===== config.mk =====
export PLATFORM = sky130hd
export DESIGN_NAME = instr_queue
export DESIGN_NICKNAME = d
export VERILOG_FILES = /design/src/rtl/rv32i_types.sv /design/src/rtl/instr_queue.sv
export SDC_FILE = /design/constraint.sdc
export NUM_CORES = 1
export LEC_CHECK = 0
export CORE_MARGIN = 2
export CORE_UTILIZATION = 45
export DETAILED_ROUTE_END_ITERATION = 6
export RECOVER_POWER = 100
export SLEW_MARGIN = 15
export SYNTH_ARGS = -nofsm -noshare
export SYNTH_HDL_FRONTEND = slang
export SYNTH_SLANG_ARGS = --single-unit

===== constraint.sdc =====
create_clock -name clk -period 10.26 [get_ports clk]
set_clock_uncertainty 0.1 [all_clocks]
set_input_delay 1.026 -clock clk [delete_from_list [all_inputs] [get_ports clk]]
set_output_delay 1.026 -clock clk [all_outputs]
set_load 0.1 [all_outputs]

===== src/rtl/rv32i_types.sv =====
// rtl/rv32i_types.sv - shared rv32i pipeline types: fetch pc/instruction pair, ROB and store-address entries
package rv32i_types;

    localparam int XLEN = 32;

    typedef struct packed {
        logic [XLEN-1:0] pc;
        logic [XLEN-1:0] instr;
    } pci_t;

    typedef struct packed {
        logic            valid;
        logic            ready;
        logic [4:0]      rd;
        logic [XLEN-1:0] pc;
        logic [XLEN-1:0] value;
    } rob_t;

    typedef struct packed {
        logic            valid;
        logic [XLEN-1:0] addr;
        logic [XLEN-1:0] data;
        logic [3:0]      mask;
    } sal_t;

endpackage


===== src/rtl/instr_queue.sv =====
// rtl/instr_queue.sv - fetch-to-ROB circular instruction queue, show-ahead front; optional INSTR_Q_BYPASS_EN empty-queue pass-through
module instr_queue
    import rv32i_types::*;
#(
    parameter int width = 32,
    parameter int size  = 8
) (
    input  logic                      clk,
    input  logic                      rst,
    input  logic                      flush,
    input  logic                      enqueue,
    input  pci_t                      data_i,
    input  logic                      dequeue,
    output pci_t                      data_o,
    output logic                      empty,
    output logic                      full,
    output logic [$clog2(size+1)-1:0] count
);

    localparam int IDX_W = $clog2(size);
    localparam int CNT_W = $clog2(size+1);
    localparam logic [IDX_W-1:0] LAST_IDX = IDX_W'(size - 1);
    localparam logic [CNT_W-1:0] FULL_CNT = CNT_W'(size);

    // pci_t is sized by the shared package, so the field width parameter must agree with it
    if (width != XLEN) begin : g_width_check
        $error("instr_queue: width must equal rv32i_types::XLEN");
    end

    pci_t             mem_q [size];
    logic [IDX_W-1:0] front_q, front_d;
    logic [IDX_W-1:0] rear_q,  rear_d;
    logic [CNT_W-1:0] count_q, count_d;

    logic q_empty;
    logic q_full;
    logic bypass;
    logic do_enq;
    logic do_deq;
    logic wr_en;

    assign q_empty = (count_q == '0);
    assign q_full  = (count_q == FULL_CNT);

`ifdef INSTR_Q_BYPASS_EN
    assign bypass = q_empty && enqueue && dequeue && !flush;
`else
    assign bypass = 1'b0;
`endif

    // acceptance: a full queue still takes a write when the front leaves in the same cycle
    always_comb begin
        do_enq = 1'b0;
        do_deq = 1'b0;
        if (!flush && !bypass) begin
            do_deq = dequeue && !q_empty;
            do_enq = enqueue && (!q_full || dequeue);
        end
    end

    assign wr_en = do_enq;

    // next-state for indices and occupancy; flush clears everything and drops the same-cycle write
    always_comb begin
        front_d = front_q;
        rear_d  = rear_q;
        count_d = count_q;
        if (flush) begin
            front_d = '0;
            rear_d  = '0;
            count_d = '0;
        end else begin
            if (do_deq) begin
                front_d = (front_q == LAST_IDX) ? '0 : front_q + IDX_W'(1);
            end
            if (do_enq) begin
                rear_d = (rear_q == LAST_IDX) ? '0 : rear_q + IDX_W'(1);
            end
            case ({do_enq, do_deq})
                2'b10:   count_d = count_q + CNT_W'(1);
                2'b01:   count_d = count_q - CNT_W'(1);
                default: count_d = count_q;
            endcase
        end
    end

    // index and count registers with asynchronous reset
    always_ff @(posedge clk or posedge rst) begin
        if (rst) begin
            front_q <= '0;
            rear_q  <= '0;
            count_q <= '0;
        end else begin
            front_q <= front_d;
            rear_q  <= rear_d;
            count_q <= count_d;
        end
    end

    // entry storage is never cleared; only the indices decide what is live
    always_ff @(posedge clk) begin
        if (wr_en) begin
            mem_q[rear_q] <= data_i;
        end
    end

    assign data_o = bypass ? data_i : mem_q[front_q];
    assign empty  = q_empty && !bypass;
    assign full   = q_full;
    assign count  = count_q;

endmodule


==> results of run 1 <==
==> tightest hold or removal path, delay by kind of cell (launching register included) <==
kind            cells  cell delay [ps]
compound gates      1               60
flops               1              400
simple gates        1               70
==> sequential cells by signal, indices dropped and copies added, names as in the netlist <==
name,flops
mem_q,512
count,4
front_q,3
rear_q,3
==> per-stage QoR <==
stage | setup WS, ps | std cells | util, %
after floorplan | 1700 | 821 | -
after global placement | 5330 | 1527 | 50.1
after detailed placement | 5320 | 1527 | 50.1
after CTS | 4680 | 1620 | 53.6
after global routing | 2500 | 1620 | 53.4
final | 3200 | 1621 | 53.4
==> logic make-up (layout without fill, tap and decap cells) <==
logic type	count (synthesis)	after routing	synth area share [%]
compound gates	16	16	0.572
xor+xnor	3	3	0.132
fa+ha+maj	7	7	0.477
buf+inv	41	248	1.23
flops	522	522	78.4
mux	195	195	18.2
other cells	0	1	0
simple gates	37	37	0.911
==> Yosys cell counts <==
cell,n,area [sq um]
ha_1,6,75.1
buf_6,11,124
or3_1,2,12.5
a211oi_1,2,15.0
nand2_1,6,22.5
xnor2_1,3,26.3
mux4_2,128,2880
mux2i_1,3,30.0
nor3_1,2,10.0
buf_1,3,11.3
a211oi_2,1,12.5
inv_1,2,7.51
or2_1,1,6.26
mux2_2,64,721
edfxtp_1,512,15400
o311a_1,1,10.0
and2_1,1,6.26
nor2b_1,1,6.26
fa_1,1,20.0
or3b_1,2,17.5
clkbuf_1,18,67.6
o21ai_2,2,17.5
nand2b_1,1,6.26
nor2_1,16,60.1
or4_1,1,7.51
a21oi_1,5,25.0
o211ai_1,2,15.0
dfrtp_1,10,250
buf_2,7,35.0
a21o_1,1,7.51
a31oi_1,1,6.26
nand3b_1,1,7.51
nor4_1,3,18.8
o21ai_0,1,5.00
==> cell type report <==
class / instances / area, sq um
fillers: 3398 / 20500
flip-flops and latches: 522 / 15600
multi-input cells: 258 / 4060
repair buffers: 153 / 1460
clock buffers: 71 / 1440
well taps: 592 / 741
clock inverters: 22 / 121
inverters: 2 / 7.51
diodes: 1 / 2.50
==> cell usage in the layout, fill, tap and decap left out, types with 8 or more instances in the layout <==
master           n
edfxtp_1       512
dlygate4sd3_1  137
nor2_1          14
mux2_2          64
mux4_2         128
clkinv_1        14
clkbuf_16       55
clkbuf_1        28
dfrtp_1          8
==> final timing paths <==
kind / startpoint / endpoint / slack [ps] / depth (start not counted)
hold / removal: rear_q[0] / rear_q[0] / 470 / 2
hold reg to reg: rear_q[0] / rear_q[0] / 470 / 2
setup reg to reg: count[0] / mem_q[0][43] / 3640 / 6
setup / recovery: front_q[1] / data_o[40] / 3200 / 4
max in group asynchronous: rst / front_q[0] / 8930 / 2
min in group asynchronous: rst / count[0] / 780 / 2
==> metal layers <==
layer	track usage (%)	vias to the layer above	part of all wire [%]
li1	-	3845	-
met1	22.4	4565	43
met2	28.7	180	51
met3	3.46	62	4.6
met4	5.07	10	1.9
met5	0	-	0.17
==> power breakdown <==
group,internal [mW],switching (mW)
registers,2.39,0.0539
clock network,0.997,0.740
logic,0.491,1.00
==> flow_metrics.env, run 1 <==
export IMPL_status="finished, violations left"
export IMPL_violations="capacitance limit, slew limit"
export IMPL_critPathKind="flip-flop to output pin"
export IMPL_cp_top_family="flip-flops"
export IMPL_timing_hold_ws_ps=468
export IMPL_path_cells="buf_4, mux4_2, mux2_2, dlygate4sd3_1"
export IMPL_finalHoldViolCount=0
export IMPL_ant_nets=0
export IMPL_cts_setup_buffers=0
export IMPL_crit_path_end_kind="output pin"
export IMPL_drv_slew=528
export IMPL_grt_pass1_vias=9299
export IMPL_crit_slowest_cell="dfrtp_1"
export IMPL_setup_viol=0
export IMPL_overflow=0
export IMPL_fp_dieH_microns=214
export IMPL_clk_path_buf_depth=3
export IMPL_grt_usage_pct=17.0
export IMPL_hold_class="flip-flop to flip-flop"
export IMPL_period_minus_slack_ps=7060
export IMPL_synth_cell_types=34
export IMPL_clkSlewWorstSetupHoldPaths_ps=60
export IMPL_firstDrtPassIters=4
export IMPL_cp_start_kind="flip-flop"
export IMPL_vias=8662
export IMPL_ys_ff_latch=522
export IMPL_placed_area_sq_um=22000
export IMPL_p_leak_nw=7.22
export IMPL_cp_slowest_stage_delay_ps=2510
export IMPL_p_total_mw=5.67
export IMPL_cellPowerDensity_nw_per_um2=242
export IMPL_cts_sinks=522
export IMPL_drc=0
export IMPL_yosys_warnings=0
export IMPL_antenna_found_initial=7
export IMPL_crit_arrival_ps=5930
export IMPL_path_max_fanout=68
export IMPL_dp_hpwl_microns=19100
export IMPL_numCtsBuffers=53
export IMPL_drt_wl_total_microns=38300
export IMPL_start_util_pct=45.3
export IMPL_routed_via_density=5.34
export IMPL_synthToLayoutAreaGrowth_pct=17.8
export IMPL_io_pins=139
export IMPL_gp_congestion=0.663
export IMPL_cp_num_buf_inv=2
export IMPL_chipWidth_microns=214
export IMPL_die_area_sq_um=46000
export IMPL_fp_row_count=77
export IMPL_fin_crit_sh_pct=68.8
export IMPL_drive_above_1_share_pct=25.6
export IMPL_setup_tns_ps=0
export IMPL_hold_buffers=0
export IMPL_drv_cap=12
export IMPL_drt_initial_drc_count=551
export IMPL_coreArea_sq_um=43900
export IMPL_tritoncts="done"
export IMPL_timing_fmax_mhz=142
export IMPL_slew_limit_headroom_pct=-198
export IMPL_syn_avg_cell_area_sq_um=24.3
export IMPL_io_buffers=138
export IMPL_synth_nets=897
export IMPL_htreeDepth=2
export IMPL_clock_latency_ps=580
export IMPL_root_buffer="clkbuf_16"
export IMPL_synthesis_area_sq_um=19900
export IMPL_nets=1066
export IMPL_grt_pass1_wl_microns=57500
export IMPL_wl_per_cell_microns=23.6
export IMPL_synthCells=821
export IMPL_final_cell_area_sq_um=23500
export IMPL_rsz0062_at_grt="no"
export IMPL_grt_start_max_net_pins=118
export IMPL_ir_worst_vdd_mv=0.165
export IMPL_worst_pin_slew_ps=4460
export IMPL_ys_seq_area_share_pct=78.4
export IMPL_cts_resized=0
export IMPL_worstPathRequired_ps=9130
Power figures use the tool's default switching activity.
==> run 2: changes to the inputs <==
--- a/config.mk
+++ b/config.mk
@@ -8,6 +8,7 @@
 export CORE_MARGIN = 2
 export CORE_UTILIZATION = 45
 export DETAILED_ROUTE_END_ITERATION = 6
+export PLACE_DENSITY = 0.66
 export RECOVER_POWER = 100
 export SLEW_MARGIN = 15
 export SYNTH_ARGS = -nofsm -noshare
==> constraint.sdc (replaced) <==
create_clock -name clk -period 5.98 [get_ports clk]
set_clock_uncertainty 0.1 [all_clocks]
set_input_delay 0.598 -clock clk [delete_from_list [all_inputs] [get_ports clk]]
set_output_delay 0.598 -clock clk [all_outputs]
set_load 0.1 [all_outputs]
==> flow_metrics.env, run 2 (synthesis gave the netlist of run 1 again) <==
export IMPL_grt_pass1_vias=9535
export IMPL_p_leak_nw=7.22
export IMPL_coreArea_sq_um=43900
export IMPL_ant_nets=0
export IMPL_drc=0
export IMPL_finalHoldViolCount=0
export IMPL_grt_usage_pct=16.9
export IMPL_hold_class="input pin to asynchronous set/reset pin"
export IMPL_start_util_pct=45.3
export IMPL_crit_arrival_ps=5050
export IMPL_dp_hpwl_microns=20400
export IMPL_violations="capacitance limit, slew limit"
export IMPL_fp_dieH_microns=214
export IMPL_overflow=0
export IMPL_register_area_sq_um=15600
export IMPL_clkSlewWorstSetupHoldPaths_ps=60
export IMPL_multi_input_area_sq_um=4040
export IMPL_nets=1067
export IMPL_rsz0062_at_grt="no"
export IMPL_vias=8789
export IMPL_fin_crit_sh_pct=82.8
export IMPL_cp_start_kind="flip-flop"
export IMPL_r2r_slack_ps=1030
export IMPL_drt_initial_drc_count=630
export IMPL_largest_reg_flops=512
export IMPL_cts_resized=0
export IMPL_layout_cells_most_common="edfxtp_1"
export IMPL_gp_congestion=0.689
export IMPL_cellPowerDensity_nw_per_um2=410
export IMPL_fin_cells=1624
export IMPL_root_buffer="clkbuf_16"
export IMPL_drv_slew=432
export IMPL_clk_path_buf_depth=3
export IMPL_grt_pass1_wl_microns=58300
export IMPL_slew_limit_headroom_pct=-136
export IMPL_path_max_fanout=28
export IMPL_nFillCells=3414
export IMPL_ff2ff_path_depth=5
export IMPL_worstPathRequired_ps=6080
export IMPL_critPathKind="flip-flop to flip-flop"
export IMPL_routed_via_density=5.41
export IMPL_chipWidth_microns=214
export IMPL_cts_setup_buffers=0
export IMPL_status="finished, violations left"
export IMPL_synthToLayoutAreaGrowth_pct=17.5
export IMPL_period_minus_slack_ps=4950
export IMPL_timing_fmax_mhz=202
export IMPL_r2r_end="mem_q[4][42]"
export IMPL_setup_tns_ps=0
export IMPL_drv_cap=14
export IMPL_wl_per_cell_microns=23.6
export IMPL_grt_start_max_net_pins=73
export IMPL_tritoncts="done"
export IMPL_io_pins=139
export IMPL_io_buffers=138
export IMPL_r2r_start="count[0]"
export IMPL_numCtsBuffers=51
export IMPL_drive_above_1_share_pct=25.9
export IMPL_mostFrequentLayoutCells="512 x edfxtp_1, 135 x dlygate4sd3_1, 128 x mux4_2"
export IMPL_firstDrtPassIters=4
export IMPL_fp_row_count=77
export IMPL_fin_util_pct=53.3
export IMPL_antenna_found_initial=5
export IMPL_dp_cells=1530
export IMPL_die_area_sq_um=46000
export IMPL_drt_wl_total_microns=38300
export IMPL_regMostFlops="mem_q"
export IMPL_ir_worst_vdd_mv=0.342
export IMPL_worst_pin_slew_ps=3550
export IMPL_crit_path_end_kind="flip-flop"
export IMPL_hold_buffers=0
export IMPL_htreeDepth=2
export IMPL_cts_sinks=522
export IMPL_clock_latency_ps=570
export IMPL_setup_viol=0
-- run 2: changes by cell type in the layout (fill, tap and decap cells not counted), sizes merged --
cell / delta
dlygate4sd3: -2
clkdlybuf4s50: +2
clkbuf: -3
buf: +2
bufinv: -1
clkinv: +3
diode: +2
clkinvlp: +1
inv: -1
-- run 2: power by group --
group | internal, mW | switching [mW]
sequential | 4.10 | 0.132
combinational | 0.827 | 1.69
clock | 1.61 | 1.25
total | 6.54 | 3.07
-- run 2: worst max path at each step --
| stage | endpoint | from |
|---|---|---|
| floorplan | mem_q[0][0] | count[0] |
| global placement | data_o[63] | front_q[0] |
| detailed placement | data_o[63] | front_q[0] |
| CTS | data_o[63] | front_q[0] |
| global route | mem_q[4][27] | count[0] |
| finish | mem_q[4][42] | count[0] |
-- run 2: per-stage QoR --
stage	total power [mW]	area (sq um)	setup slack (ps)	hold WS, ps
2_1_floorplan	6.38	19900	135	338
3_3_place_gp	6.93	22100	1680	455
3_5_place_dp	6.95	22100	1650	458
4_1_cts	9.82	23600	1020	197
5_1_grt	9.97	23400	593	363
6_report	9.61	23400	1030	359
-- run 2: area by class of cell --
type | count | share of cell area, %
Multi-Input combinational cell | 258 | 17.2
Sequential cell | 522 | 66.8
Tap cell | 592 | 3.16
Clock inverter | 24 | 0.460
Timing Repair Buffer | 156 | 6.40
Inverter | 2 | 0.0321
Antenna cell | 3 | 0.0321
Clock buffer | 67 | 5.89
-- run 2: worst max-delay path, cell delays in order, from the launching register on --
cell and delay [ps]:
dfrtp_1 500, or3_1 270, o21ai_0 250, or2_0 370, nor2_1 2230, clkbuf_2 840
-- run 2: routing by layer --
layer / GRT usage, % / share of wire (%) / up-vias
met5: 0 / 0.034 / -
met4: 4.00 / 1.6 / 2
met3: 3.65 / 4.7 / 56
met2: 28.9 / 51 / 189
met1: 22.4 / 43 / 4704
li1: - / - / 3838
